`src/rtl/and_or_sweeper_if.sv`:
```
// Signal bundle between the sweeper and its surroundings: gate stimulus/response plus
// start/status.
// start is a level request: the sweeper accepts it only in IDLE, on a clock edge where it is high.
interface and_or_sweeper_if #(
    parameter int ERR_W = 4
);
    logic             start;
    logic             A;
    logic             B;
    logic             C;
    logic             Q;
    logic             busy;
    logic             done;
    logic             pass;
    logic [ERR_W-1:0] err_count;
    logic [7:0]       fail_vec;

    modport master (
        input  start, Q,
        output A, B, C, busy, done, pass, err_count, fail_vec
    );

    modport slave (
        output start, Q,
        input  A, B, C, busy, done, pass, err_count, fail_vec
    );
endinterface

```
`src/rtl/and_or_sweeper.sv`:
```
// Walks {A,B,C} through 000..111, waits SETTLE_CYCLES per vector, then checks Q against
// (A&B)|C. It records per-vector failures and a saturating error count.
module and_or_sweeper #(
    parameter int SETTLE_CYCLES = 1,
    parameter int ERR_W         = 4
) (
    input  logic             clk,
    input  logic             rst_n,
    and_or_sweeper_if.master bus,
    output logic [1:0]       o_dbg_state
);
    localparam int CNT_W = (SETTLE_CYCLES < 2) ? 1 : $clog2(SETTLE_CYCLES + 1);
    localparam logic [CNT_W-1:0] CNT_LOAD = CNT_W'(SETTLE_CYCLES);
    localparam logic [ERR_W-1:0] ERR_MAX  = '1;

    generate
        if (SETTLE_CYCLES < 1) begin : g_bad_settle
            $error("SETTLE_CYCLES must be >= 1");
        end
        if (ERR_W < 4) begin : g_bad_err_w
            $error("ERR_W must be >= 4");
        end
    endgenerate

    typedef enum logic [1:0] {
        S_IDLE   = 2'd0,
        S_WAIT   = 2'd1,
        S_SAMPLE = 2'd2,
        S_DONE   = 2'd3
    } state_t;

    state_t           r_state;
    logic [2:0]       r_idx;
    logic [CNT_W-1:0] r_wait_cnt;
    logic             r_a;
    logic             r_b;
    logic             r_c;
    logic             r_busy;
    logic             r_done;
    logic             r_pass;
    logic [ERR_W-1:0] r_err_count;
    logic [7:0]       r_fail_vec;

    logic             w_exp;
    logic             w_mismatch;
    logic [ERR_W-1:0] w_err_next;
    logic [7:0]       w_fail_next;
    logic [2:0]       w_next_idx;

    // A Q of X or Z counts as a mismatch.
    assign w_exp       = (r_a & r_b) | r_c;
    assign w_mismatch  = (bus.Q !== w_exp);
    assign w_err_next  = (w_mismatch && (r_err_count != ERR_MAX)) ? r_err_count + ERR_W'(1)
                                                                  : r_err_count;
    assign w_fail_next = r_fail_vec | (w_mismatch ? (8'd1 << r_idx) : 8'd0);
    assign w_next_idx  = r_idx + 3'd1;

    always_ff @(posedge clk) begin
        if (!rst_n) begin
            r_state     <= S_IDLE;
            r_idx       <= 3'd0;
            r_wait_cnt  <= '0;
            r_a         <= 1'b0;
            r_b         <= 1'b0;
            r_c         <= 1'b0;
            r_busy      <= 1'b0;
            r_done      <= 1'b0;
            r_pass      <= 1'b0;
            r_err_count <= '0;
            r_fail_vec  <= 8'd0;
        end else begin
            r_done <= 1'b0;
            case (r_state)
                S_IDLE: begin
                    if (bus.start) begin
                        r_state           <= S_WAIT;
                        r_idx             <= 3'd0;
                        {r_a, r_b, r_c}   <= 3'b000;
                        r_wait_cnt        <= CNT_LOAD;
                        r_err_count       <= '0;
                        r_fail_vec        <= 8'd0;
                        r_pass            <= 1'b0;
                        r_busy            <= 1'b1;
                    end
                end
                S_WAIT: begin
                    r_wait_cnt <= r_wait_cnt - CNT_W'(1);
                    if (r_wait_cnt == CNT_W'(1)) begin
                        r_state <= S_SAMPLE;
                    end
                end
                S_SAMPLE: begin
                    r_err_count <= w_err_next;
                    r_fail_vec  <= w_fail_next;
                    if (r_idx == 3'd7) begin
                        // done and pass become visible together in the DONE cycle.
                        r_state <= S_DONE;
                        r_done  <= 1'b1;
                        r_pass  <= (w_err_next == '0);
                    end else begin
                        r_idx           <= w_next_idx;
                        {r_a, r_b, r_c} <= w_next_idx;
                        r_wait_cnt      <= CNT_LOAD;
                        r_state         <= S_WAIT;
                    end
                end
                S_DONE: begin
                    r_state <= S_IDLE;
                    r_busy  <= 1'b0;
                end
                default: r_state <= S_IDLE;
            endcase
        end
    end

    assign bus.A         = r_a;
    assign bus.B         = r_b;
    assign bus.C         = r_c;
    assign bus.busy      = r_busy;
    assign bus.done      = r_done;
    assign bus.pass      = r_pass;
    assign bus.err_count = r_err_count;
    assign bus.fail_vec  = r_fail_vec;
    assign o_dbg_state   = r_state;
endmodule

```
`src/flat_wrapper.sv`:
```
// flat-port wrapper written by rule: the top's interface ports become plain ports
module and_or_sweeper_flat 
#(
    parameter int SETTLE_CYCLES = 1,
    parameter int ERR_W         = 4
)
  (clk, rst_n, o_dbg_state, bus_start, bus_Q, bus_A, bus_B, bus_C, bus_busy, bus_done, bus_pass, bus_err_count, bus_fail_vec);
  and_or_sweeper_if #(.ERR_W(ERR_W)) bus_i ();
  input  logic clk;
  input  logic rst_n;
  output logic [1:0] o_dbg_state;
  input wire logic [$bits(bus_i.start)-1:0] bus_start;
  input wire logic [$bits(bus_i.Q)-1:0] bus_Q;
  output wire logic [$bits(bus_i.A)-1:0] bus_A;
  output wire logic [$bits(bus_i.B)-1:0] bus_B;
  output wire logic [$bits(bus_i.C)-1:0] bus_C;
  output wire logic [$bits(bus_i.busy)-1:0] bus_busy;
  output wire logic [$bits(bus_i.done)-1:0] bus_done;
  output wire logic [$bits(bus_i.pass)-1:0] bus_pass;
  output wire logic [$bits(bus_i.err_count)-1:0] bus_err_count;
  output wire logic [$bits(bus_i.fail_vec)-1:0] bus_fail_vec;
  assign bus_i.start = bus_start;
  assign bus_i.Q = bus_Q;
  assign bus_A = bus_i.A;
  assign bus_B = bus_i.B;
  assign bus_C = bus_i.C;
  assign bus_busy = bus_i.busy;
  assign bus_done = bus_i.done;
  assign bus_pass = bus_i.pass;
  assign bus_err_count = bus_i.err_count;
  assign bus_fail_vec = bus_i.fail_vec;
  and_or_sweeper #(.SETTLE_CYCLES(SETTLE_CYCLES), .ERR_W(ERR_W)) u_core (.clk(clk), .rst_n(rst_n), .bus(bus_i), .o_dbg_state(o_dbg_state));
endmodule
```
`config.mk`:
```
export PLATFORM = sky130hd
export DESIGN_NAME = and_or_sweeper_flat
export DESIGN_NICKNAME = d
export VERILOG_FILES = /design/src/rtl/and_or_sweeper_if.sv /design/src/rtl/and_or_sweeper.sv /design/src/flat_wrapper.sv
export SDC_FILE = /design/constraint.sdc
export NUM_CORES = 1
export LEC_CHECK = 0
export BUFFER_PORTS_ARGS = -buffer_cell sky130_fd_sc_hd__buf_4
export CAP_MARGIN = 20
export CORE_UTILIZATION = 35
export DETAILED_ROUTE_END_ITERATION = 8
export GPL_TIMING_DRIVEN = 0
export PLACE_DENSITY = 0.6
export SETUP_SLACK_MARGIN = 0.2
export SYNTH_ARGS = -nofsm -noshare
export SYNTH_HDL_FRONTEND = slang
export SYNTH_SLANG_ARGS = --single-unit
```
`constraint.sdc`:
```
create_clock -name clk -period 1.4 [get_ports clk]
set_input_delay 0 -clock clk [delete_from_list [all_inputs] [get_ports clk]]
set_output_delay 0 -clock clk [all_outputs]
set_load 0.02 [all_outputs]
```
==> key figures <==
Status
  – Status: complete, but fails checks
  – Failing checks: negative setup slack

Placement
  – Number of port buffers: 23
  – RePlAce Congestion: between 0.7 and 0.8
  – Half-perimeter wire length after placement: a little under 2000 um

GRT
  – First-pass GRT wire length: between 4000 and 5000 um
  – Met1 usage: approximately a fifth
  – Global Route met2 Usage: 34.15%
  – GRT Util Overall: between 10% and 20%
  – Initial antenna violation count: 0
  – Met3 usage: just over 5%
  – Vias in the first global route: around 1100
  – Total gr overflow: 0
  – Busiest layer in global routing: met2
  – Largest net degree at the start of global routing: 13

STA
  – Fin crit share: 111.0%
  – Max Slew Vio Count: 0
  – Setup violators final: 13
  – RSZ-0062 raised after global routing: yes
  – Tmin final: 1.553 ns
  – Worst Tran Pin Value: 0.4116 ns
  – Slew headroom: between 70% and 80%
  – Final worst setup slack: -0.1533 ns
  – Maximum clock rate: ~640 MHz
  – Setup Skew: ~0.0048 ns
  – Final Hold Viols: 0

Yosys
  – Main synth FF type: dfxtp_1
  – Seq cells post-synth: 21
  – Syn_nets: around 130
  – Post-synthesis sequential area ratio: a little under two fifths
  – Mapped Area: 0.001111 mm^2
  – Post-Syn Instances: between 100 and 150
  – EDFF count, synth: 0
  – Async set-reset flop share out of synthesis: 0%
  – Yosys cell types: 35
  – Syn Area/Cell: 9.182 um^2
  – Yosys warning count: 0

Route
  – Routed wire length: between 2000 and 3000 um
  – DRC viols: 0
  – Drt first pass iters: 4
  – 1st-iter DRT viols: 25
  – Via/cell ratio: approximately 5.2
  – Via count: around 1100
  – DR WL/cell: 14.37 um
  – DRT antenna net count: 0

Floorplan
  – Initial Util: a little under two fifths
  – Core area: 0.003028 mm^2
  – Die area: around 0.0034 mm^2
  – Top Ports: 24
  – # rows: 20
  – Die Y: roughly 58 um
  – DIE WIDTH: roughly 60 um

Power and ir drop
  – Leakage: 0.6324 nW
  – Power Total: 0.001118 W
  – Maximum VDD drop: between 700 and 800 uV
  – Power Dens Cells: between 600 and 700 mW/mm^2

Clock tree
  – CTS max path bufs: 2
  – Clock transition at path regs: approximately 0.13 ns
  – Worst skew pair latency: 0.31 ns
  – Clock sinks: 21
  – CTS root buf: clkbuf_4
  – Cts bufs inserted: 3
  – Htree depth: 1
  – CTS tree: built

Cells and area
  – Finished Core Util: 55.21%
  – Ant. Diodes: 0
  – Layout Area Growth over Synthesis: 50.45%
  – Nets: about 170
  – Layout cells sized above 1: between 40 and 50%
  – FILL cells: 260

Setup path
  – RR Endpoint: u_core.bus.fail_vec[1]$_SDFFE_PN0P_
  – Crit Path Max Fanout: 5
  – R2R Path Start: u_core.r_idx[2]$_SDFFE_PN0P_
  – WS Path Type: reg -> reg
  – Flop-to-flop setup slack: -0.15 ns
  – Arr. time, crit path: 1.77 ns
  – Critical path origin: u_core.r_idx[2]$_SDFFE_PN0P_
  – Req. time, crit path: roughly 1.6 ns
  – Critical path endpoint category: flop
  – CP Launch Type: flop
  – Setup crit end: u_core.bus.fail_vec[1]$_SDFFE_PN0P_
  – Reg2reg path depth: 7

Hold path
  – Hold Path Stages: 4
  – Worst min path class: in -> reg

Flow run
  – Max_cap viols: 0
state kept, by name (all words and copies together) (netlist names):
register              count
u_core.r_wait_cnt         1
u_core.bus.fail_vec       8
u_core.bus.pass           1
u_core.bus.busy           1
u_core.bus.done           1
u_core.r_idx              3
u_core.bus.err_count      4
u_core.o_dbg_state        2
report_power, final:
part / switching [W] / total [W] / internal, W / leakage (nW)
Clock: 0.000198 / 0.000305 / 0.000107 / 0.0177
Combinational: 0.000101 / 0.000190 / 0.0000892 / 0.441
Sequential: 0.0000169 / 0.000623 / 0.000607 / 0.174
Total: 0.000315 / 0.00112 / 0.000803 / 0.632
placed cells by master, fill, tap and decap left out, types with 4 or more instances in the layout:
master	count
buf_4	33
dfxtp_1	14
nor2b_1	11
nand2_1	9
inv_1	7
buf_6	5
dfxtp_2	5
nor3_1	4
a21oi_2	4
a22oi_1	4
ha_1	4
cell usage after synthesis, types with 3 or more instances:
cell type	instances	area, um^2
nand2_1	11	41.29
a22oi_1	7	52.55
clkbuf_1	3	11.26
a21oi_1	6	30.03
o21ai_0	5	25.02
nor2b_1	12	75.07
nor3_1	5	25.02
ha_1	7	87.58
a21boi_0	3	22.52
inv_1	8	30.03
a32oi_1	4	35.03
dfxtp_1	21	420.4
nor2_1	3	11.26
cells by family after synthesis:
group                    share of synthesized area [%]
AND/OR/NAND/NOR                                  22.41
adder cells (fa/ha/maj)                          7.883
AO/OA/AOI/OAI                                    22.75
flip-flops                                       37.84
XOR/XNOR                                         3.942
buffers and inverters                            5.180
worst max-delay path: stages, from the launching register on:
cell and delay, ns:
dfxtp_2 0.34, buf_6 0.12, a21oi_4 0.26, xor2_4 0.32, buf_6 0.17, nor3_4 0.05
a22oi_1 0.15, nor2b_1 0.06
worst min-delay path by stage:
stage / from / to / slack (ns)
global route: bus_start / u_core.bus.err_count[2]$_SDFFE_PN0P_ / 0.12
finish: bus_start / u_core.bus.err_count[2]$_SDFFE_PN0P_ / 0.11
global placement: rst_n / u_core.bus.done$_SDFF_PN0_ / 0.29
CTS: bus_start / u_core.bus.err_count[2]$_SDFFE_PN0P_ / 0.10
detailed placement: rst_n / u_core.bus.done$_SDFF_PN0_ / 0.30
floorplan: rst_n / u_core.bus.done$_SDFF_PN0_ / 0.17
area by class of cell:
cell class	count	area, um^2	area share, %
multi-input cells	87	798.3	47.75
flip-flops and latches	21	434.2	25.97
repair buffers	37	295.3	17.66
well taps	44	55.05	3.293
plain buffers	5	31.28	1.871
inverters	8	30.03	1.796
clock buffers	3	22.52	1.347
clock inverters	1	5.005	0.2994
per-stage QoR:
stage                     setup TNS [ns]  cell area [um^2]  setup slack (ns)  hold WS [ns]  std cells
after floorplan                  -0.2564              1134          -0.08665        0.1703        121
after global placement            -1.502              1361           -0.1880        0.2945        188
after detailed placement          -1.741              1361           -0.2039        0.2954        188
after CTS                         -1.196              1607           -0.1685        0.1008        204
after global routing              -2.222              1672           -0.2070        0.1205        206
final                             -1.276              1672           -0.1533        0.1056        206
per-layer routing:
| metal | share of wire (%) | vias up |
|---|---|---|
| met5 | 0 | - |
| met4 | 0 | 0 |
| met3 | 4.1 | 0 |
| met2 | 51 | 23 |
| met1 | 45 | 522 |
| li1 | - | 516 |
what timing repair did:
action                     in CTS  in global routing
setup endpoints to repair      20                 20
buffers inserted               11                  2
hold buffers                    1                  0
gates resized for setup        30                 11
hold endpoints to repair        1                  0
pin swaps                      14                  6
(Power assumes the default switching activity.)
